**src/rtl/mem_stage_pkg.sv**
```systemverilog
// Shared definitions for the memory stage: bus widths, load size codes, FSM states.
package mem_stage_pkg;

    localparam int ES_TO_MS_BUS_W = 75;
    localparam int MS_TO_WS_BUS_W = 70;
    localparam int MS_FWD_BUS_W   = 39;

    localparam logic [2:0] MT_W  = 3'd0;
    localparam logic [2:0] MT_B  = 3'd1;
    localparam logic [2:0] MT_H  = 3'd2;
    localparam logic [2:0] MT_BU = 3'd3;
    localparam logic [2:0] MT_HU = 3'd4;

    typedef enum logic [1:0] {
        ST_IDLE = 2'd0,
        ST_WAIT = 2'd1,
        ST_HOLD = 2'd2
    } ms_state_e;

endpackage

```
**src/rtl/mem_stage_load_align.sv**
```systemverilog
// Combinational load alignment: picks the addressed byte/half of a word and extends it.
module load_align
    import mem_stage_pkg::*;
(
    input  logic [31:0] raw,
    input  logic [1:0]  addr,
    input  logic [2:0]  mem_type,
    output logic [31:0] result
);

    function automatic logic [31:0] ext8(input logic [7:0] b, input logic sgn);
        logic signed [7:0]  s;
        logic signed [31:0] w;
        s = b;
        w = s;
        return sgn ? w : {24'd0, b};
    endfunction

    function automatic logic [31:0] ext16(input logic [15:0] h, input logic sgn);
        logic signed [15:0] s;
        logic signed [31:0] w;
        s = h;
        w = s;
        return sgn ? w : {16'd0, h};
    endfunction

    logic [31:0] byte_sh;
    logic [31:0] half_sh;

    // addr[0] is ignored for halfwords; misaligned accesses never reach this stage
    assign byte_sh = raw >> {addr, 3'b000};
    assign half_sh = raw >> {addr[1], 4'b0000};

    always_comb begin
        result = raw;
        case (mem_type)
            MT_B:    result = ext8(byte_sh[7:0], 1'b1);
            MT_BU:   result = ext8(byte_sh[7:0], 1'b0);
            MT_H:    result = ext16(half_sh[15:0], 1'b1);
            MT_HU:   result = ext16(half_sh[15:0], 1'b0);
            default: result = raw;
        endcase
    end

endmodule

```
**src/rtl/mem_stage.sv**
```systemverilog
// Memory pipeline stage: waits for the data-SRAM response, aligns load data,
// buffers the response while write-back stalls, and feeds bypass info to decode.
module mem_stage
    import mem_stage_pkg::*;
#(
    parameter int ES_TO_MS_BUS_WD = ES_TO_MS_BUS_W,
    parameter int MS_TO_WS_BUS_WD = MS_TO_WS_BUS_W,
    parameter int MS_FWD_BUS_WD   = MS_FWD_BUS_W
) (
    input  logic                       clk,
    input  logic                       reset,
    input  logic                       ws_allowin,
    output logic                       ms_allowin,
    input  logic                       es_to_ms_valid,
    input  logic [ES_TO_MS_BUS_WD-1:0] es_to_ms_bus,
    output logic                       ms_to_ws_valid,
    output logic [MS_TO_WS_BUS_WD-1:0] ms_to_ws_bus,
    input  logic                       data_sram_data_ok,
    input  logic [31:0]                data_sram_rdata,
    output logic [MS_FWD_BUS_WD-1:0]   ms_to_ds_fwd_bus
);

    logic                       ms_valid;
    logic [ES_TO_MS_BUS_WD-1:0] ms_bus_p0;
    ms_state_e                  state;
    logic                       buf_valid;
    logic [31:0]                buf_rdata;

    logic [2:0]  ms_mem_type;
    logic        ms_store_op;
    logic        ms_load_op;
    logic        ms_gr_we;
    logic [4:0]  ms_dest;
    logic [31:0] ms_exe_result;
    logic [31:0] ms_pc;

    assign {ms_mem_type, ms_store_op, ms_load_op, ms_gr_we,
            ms_dest, ms_exe_result, ms_pc} = ms_bus_p0;

    logic        ms_mem_op;
    logic        es_mem_op;
    logic        resp_ok;
    logic        ms_ready_go;
    logic        es_accept;
    logic [31:0] raw;
    logic [31:0] load_result;
    logic [31:0] ms_final_result;
    logic        fwd_valid;
    logic        fwd_blocked;

    assign ms_mem_op = ms_load_op | ms_store_op;
    assign es_mem_op = es_to_ms_bus[71] | es_to_ms_bus[70];

    // a response only counts while the resident op is waiting for one
    assign resp_ok     = data_sram_data_ok & (state == ST_WAIT);
    assign ms_ready_go = ~ms_mem_op | resp_ok | buf_valid;
    assign ms_allowin  = ~ms_valid | (ms_ready_go & ws_allowin);
    assign es_accept   = es_to_ms_valid & ms_allowin;

    assign ms_to_ws_valid = ms_valid & ms_ready_go;

    assign raw = buf_valid ? buf_rdata : data_sram_rdata;

    load_align u_load_align (
        .raw      (raw),
        .addr     (ms_exe_result[1:0]),
        .mem_type (ms_mem_type),
        .result   (load_result)
    );

    assign ms_final_result = ms_load_op ? load_result : ms_exe_result;

    assign ms_to_ws_bus = {ms_gr_we, ms_dest, ms_final_result, ms_pc};

    assign fwd_valid   = ms_valid & ms_gr_we & (ms_dest != 5'd0);
    assign fwd_blocked = ms_load_op & ~ms_ready_go;

    assign ms_to_ds_fwd_bus = {fwd_valid, fwd_blocked, ms_dest, ms_final_result};

    // stage register boundary: exe -> mem
    always_ff @(posedge clk or negedge reset) begin
        if (!reset) begin
            ms_valid  <= 1'b0;
            ms_bus_p0 <= '0;
            state     <= ST_IDLE;
            buf_valid <= 1'b0;
            buf_rdata <= 32'd0;
        end else begin
            if (ms_allowin) begin
                ms_valid <= es_to_ms_valid;
            end
            if (es_accept) begin
                ms_bus_p0 <= es_to_ms_bus;
            end

            // allowin means the resident op (if any) leaves this edge
            if (ms_allowin) begin
                state     <= (es_to_ms_valid && es_mem_op) ? ST_WAIT : ST_IDLE;
                buf_valid <= 1'b0;
            end else if (resp_ok) begin
                state     <= ST_HOLD;
                buf_valid <= 1'b1;
                buf_rdata <= data_sram_rdata;
            end
        end
    end

endmodule

```
**config.mk**
```make
export PLATFORM = sky130hd
export DESIGN_NAME = mem_stage
export DESIGN_NICKNAME = d
export VERILOG_FILES = /design/src/rtl/mem_stage_pkg.sv /design/src/rtl/mem_stage_load_align.sv /design/src/rtl/mem_stage.sv
export SDC_FILE = /design/constraint.sdc
export NUM_CORES = 1
export LEC_CHECK = 0
export ABC_AREA = 1
export BUFFER_PORTS_ARGS = -buffer_cell sky130_fd_sc_hd__buf_2
export CAP_MARGIN = 20
export CORE_ASPECT_RATIO = 1.5
export CORE_UTILIZATION = 45
export CTS_BUF_LIST = sky130_fd_sc_hd__clkbuf_2 sky130_fd_sc_hd__clkbuf_4 sky130_fd_sc_hd__clkbuf_8
export DETAILED_ROUTE_END_ITERATION = 6
export HOLD_SLACK_MARGIN = 0.02
export PLACE_DENSITY = 0.72
export SYNTH_ARGS = -nofsm -noshare
export SYNTH_HDL_FRONTEND = slang
export SYNTH_HIERARCHICAL = 1
export SYNTH_SLANG_ARGS = --single-unit
```
**constraint.sdc**
```tcl
create_clock -name clk -period 6.14 [get_ports clk]
set_clock_uncertainty 0.05 [all_clocks]
set_input_delay 0.307 -clock clk [delete_from_list [all_inputs] [get_ports clk]]
set_output_delay 0.307 -clock clk [all_outputs]
set_load 0.01 [all_outputs]
```
* Word level (Yosys, flattened, before mapping) *
Cells that the tools add are included.

word-level totals
  register bits after elaboration = 111
  latch bits = 0
  memory bits (writable) = 0
  memory bits (read-only) = 0
  input port bits = 112
  memories kept = 0

operators by class
  $add $sub $neg = 0
  multiply operators = 0
  divide/modulo/power cells = 0
  magnitude comparators = 0
  equality and inequality tests = 5
  shift operators = 2
  multiplexer cells = 8
  bitwise logic cells = 16
  reduce and logical (&&, ||, !) cells = 4

operator list
  operator                                                                number
  32-bit case mux with 4 select lines                                     1
  32-bit 2-to-1 mux                                                       2
  32-bit by 5-bit right shift with 16-bit output                          1
  32-bit by 5-bit right shift with 8-bit output                           1
  1-bit bitwise AND                                                       7
  3-bit by 2-bit equality test with 1-bit output (second input constant)  2
  1-bit OR                                                                5
  5-bit nonzero test                                                      1
  2-bit 2-to-1 mux                                                        2
  1-bit NOT                                                               4
  3-bit by 1-bit equality test with 1-bit output (second input constant)  1
  3-bit equality test (second input constant)                             1
  1-bit 2-to-1 mux                                                        3
  2-bit by 1-bit equality test with 1-bit output (second input constant)  1
  2-bit AND reduction                                                     1
  2-bit nonzero test                                                      1
  1-bit logical AND                                                       1

* Longest topological paths before layout *
  depth in word-level cells = 8
  depth in mapped cells = 14

* Hierarchy *
Netlist, hierarchy kept.

modules (own cells, without submodules)
  module      times used  cells each  area an instance (um^2)  seq. area each (um^2)
  mem_stage   1           741         5676.7                   2752.6
  load_align  1           211         1037.2                   0.0

* Least setup slack after synthesis *
OpenSTA, ideal clock, no wires.

  path kind = reg2out
  from = register, netlist name state[1]
  to = output port ms_to_ws_bus[56]
  arrival = 1941 ps
  setup slack = 3842 ps
  cell stages (with the launch flop) = 15
  path through = dfrtp_1 clkbuf_1 clkbuf_1 nand2_1 o21ai_0 inv_1 nand2_2 nand2_1 nand2_1 nand3_2 buf_6 nand3_1 nand2_1 nand2_1 buf_4

RTL lines
  what              RTL line         RTL
  end: declaration  mem_stage.sv:17  output logic [MS_TO_WS_BUS_WD-1:0] ms_to_ws_bus,

* Final worst setup path *
  from = register ms_bus_p0[70]
  to = register ms_bus_p0[43]

between the ends
  longest elaborated chain between the ends = 7

RTL lines
  what                      RTL line         RTL
  start: declaration        mem_stage.sv:24  logic [ES_TO_MS_BUS_WD-1:0] ms_bus_p0;
  start signal: assignment  mem_stage.sv:93  ms_bus_p0 <= es_to_ms_bus;
  1-bit OR                  mem_stage.sv:51  assign ms_mem_op = ms_load_op | ms_store_op;
  1-bit NOT                 mem_stage.sv:56  assign ms_ready_go = ~ms_mem_op | resp_ok | buf_valid;
  1-bit OR (2 in series)    mem_stage.sv:56
  1-bit bitwise AND         mem_stage.sv:57  assign ms_allowin = ~ms_valid | (ms_ready_go & ws_allowin);
  1-bit OR                  mem_stage.sv:57
  1-bit bitwise AND         mem_stage.sv:58  assign es_accept = es_to_ms_valid & ms_allowin;

No other way between the ends.
A chain may end at the register's enable or synchronous reset.

==> flow_metrics.py <==
metrics = {
    "die": {
        "coreArea_sq_um": 14500,
        "design.portCount": 223,
        "chipHeight_microns": 152,
        "start_util_pct": 46.2,
        "die_area_sq_um": 15400,
        "floorplan.rows": 54,
        "die_x_microns": 102,
    },
    "yosys": {
        "netlist_area_sq_um": 6710,
        "avgSynthCellArea_sq_um": 7.05,
        "synth_top_area_share_pct": 41.0,
        "yosysWarnings": 6,
        "synth_cell_types": 19,
        "postSynthCellCount": 952,
        "ys_seq_area_share_pct": 41.0,
        "yosys.area.top_type": "dfrtp_1",
        "ys_ff_latch": 110,
        "yosys-top-cells-area": "dfrtp_1 41%, nand2_1 22%, nand3_1 9.0%, buf_4 8.9%, o21ai_0 5.2%",
        "synthesis.nets": 1064,
    },
    "power": {
        "powerDensity_nw_per_um2": 573,
        "finalPower_mw": 4.23,
        "p_sw_mw": 2.11,
        "power_leakage_nw": 4.33,
        "ir_drop_uv": 245,
        "seqPwrFrac_pct": 31.7,
        "p_comb_share_pct": 57.5,
        "p_int_mw": 2.12,
        "p_sw_share_pct": 50.0,
        "clockPowerShare_pct": 10.8,
    },
    "cts": {
        "cts_tree": "built",
        "insertion_delay_ns": 0.38,
        "cts_buffers": 9,
        "htreeDepth": 3,
        "clk_pin_slew_worst_paths_ns": 0.11,
        "clockRootBuffer": "clkbuf_8",
        "post_cts_buffers": 0,
        "cts_sinks": 110,
        "post_cts_resized": 0,
        "cts_buffer_depth": 2,
        "holdBufCountCts": 1,
    },
    "sta": {
        "finalCritPeriodShare_pct": 64.7,
        "setup_viol": 0,
        "whs_ns": 0.0932,
        "fin_setup_tns_ns": 0,
        "fmaxAchievable_mhz": 252,
        "tightestPinTransition_ns": 1.12,
        "layout_setup_ws_ns": 2.17,
        "slew_headroom_pct": 25.4,
        "hold_viol_final": 0,
        "slew_viol_final": 0,
        "rsz0062_at_grt": "no",
        "fin_crit_ns": 3.97,
    },
    "grt": {
        "grt_pass1_vias": 5719,
        "overflow": 0,
        "grt_antenna_before_repair": 0,
        "grt_max_degree": 82,
        "grt_first_pass_wirelength_microns": 28200,
        "gr-usage-all-layers_pct": 23.6,
    },
    "detailed_routing": {
        "drt_iter0_drc": 364,
        "ant_nets": 0,
        "wl_per_cell_microns": 14.3,
        "vias": 6238,
        "drc": 0,
        "via_per_inst": 4.99,
        "dr.pass1.iters": 5,
        "drt_wl_total_microns": 17900,
    },
    "hold_path": {
        "hp-class": "input pin to flip-flop",
    },
    "critical_path": {
        "required_ns": 6.41,
        "critPathKind": "flip-flop to flip-flop",
        "setup.worst_path.start_class": "flip-flop",
        "crit_fanout": 81,
        "end_kind": "flip-flop",
        "worst_ep_arrival_time_ns": 4.24,
    },
    "placement": {
        "dpl.hpwl_microns": 12800,
        "io_buffers": 222,
        "place_inst": 1234,
        "gp_congestion": 0.908,
        "post-place-ws_ns": 2.19,
    },
    "final_layout": {
        "final_cells": 1250,
        "area_growth_pct": 10.0,
        "drive_gt1_share_pct": 24.6,
        "antenna_cells": 0,
        "nets": 1162,
    },
    "outcome": {
        "status": "finished clean",
    },
    "flow_run": {
        "drv_cap": 0,
    },
}
[cell type report]
class,count,area [sq um]
clock inverters,6,70.1
flip-flops and latches,110,2750
repair buffers,228,1160
clock buffers,9,124
fillers,1465,7140
inverters,61,234
well taps,196,245
multi-input cells,640,2800
[per-stage QoR]
step	util (%)	cell area [sq um]
after global placement	49.4	7180
after global routing	50.8	7390
after CTS	50.8	7390
after detailed placement	49.4	7180
final	50.8	7390
after floorplan	-	6710
[kinds of logic (layout without fill, tap and decap cells)]
kind of cell	after synthesis	after routing	share of synthesized area, %
flip-flops	110	110	41.0
AO/OA/AOI/OAI	71	71	5.33
AND/OR/NAND/NOR	569	569	36.4
buffers and inverters	202	304	17.3
[power by group through the flow]
stage / clock network [mW] / logic, mW / registers (mW)
floorplan: 0 / 2.13 / 1.24
global placement: 0 / 2.41 / 1.34
detailed placement: 0 / 2.43 / 1.35
CTS: 0.463 / 2.44 / 1.34
global route: 0.489 / 2.73 / 1.39
finish: 0.456 / 2.43 / 1.34
[final timing paths]
path	startpoint	end	slack (ns)	cells after the start
max in group asynchronous	reset	ms_bus_p0[17]	4.38	3
min in group asynchronous	reset	ms_bus_p0[68]	0.40	2
min reg2reg	ms_bus_p0[17]	ms_bus_p0[17]	0.42	2
max reg2reg	ms_bus_p0[70]	ms_bus_p0[43]	2.17	9
max	ms_bus_p0[70]	ms_bus_p0[43]	2.17	9
min	es_to_ms_bus[13]	ms_bus_p0[13]	0.09	3
[critical path, stage by stage, from the launching register on]
cell,delay [ns]
dfrtp_1,1.01
inv_2,0.52
nand2_1,0.20
nand3_2,0.10
nand2_2,0.09
nand2_4,0.43
nand2_2,0.87
buf_4,0.42
nand2_1,0.09
nand2_1,0.06
[synth_stat cells]
cell        n
inv_6       1
inv_2       2
nand3_2     6
nand2_2     6
dfrtp_1   110
buf_4      80
nor2_1      9
inv_1      58
clkbuf_1   27
nand2_1   390
buf_6       9
nand3_1   121
nand2_4     1
buf_2      25
nor3_1      2
nand4_1    33
o21ai_0    70
a21boi_0    1
nand4_2     1
[metal layers]
layer	track usage, %	vias up	wire length [microns]
met2	39.4	238	9090
li1	-	3132	-
met3	3.39	44	853
met4	12.4	0	738
met1	29.3	2824	7250
met5	0	-	0
[registers in the layout, summed over array words and instances (netlist names)]
signal / count
ms_valid: 1
buf_rdata: 32
ms_bus_p0: 75
state: 2
[cells in the final DEF (no fill, tap or decap)]
cell type	count
a21boi_0	1
buf_2	221
buf_4	6
bufinv_16	1
clkbuf_8	9
clkinv_2	1
clkinvlp_4	2
dfrtp_1	110
dlygate4sd3_1	1
inv_1	58
inv_2	2
inv_6	2
inv_8	1
nand2_1	390
nand2_2	6
nand2_4	1
nand3_1	121
nand3_2	6
nand4_1	33
nand4_2	1
nor2_1	9
nor3_1	2
o21ai_0	70
(Power assumes the default switching activity.)
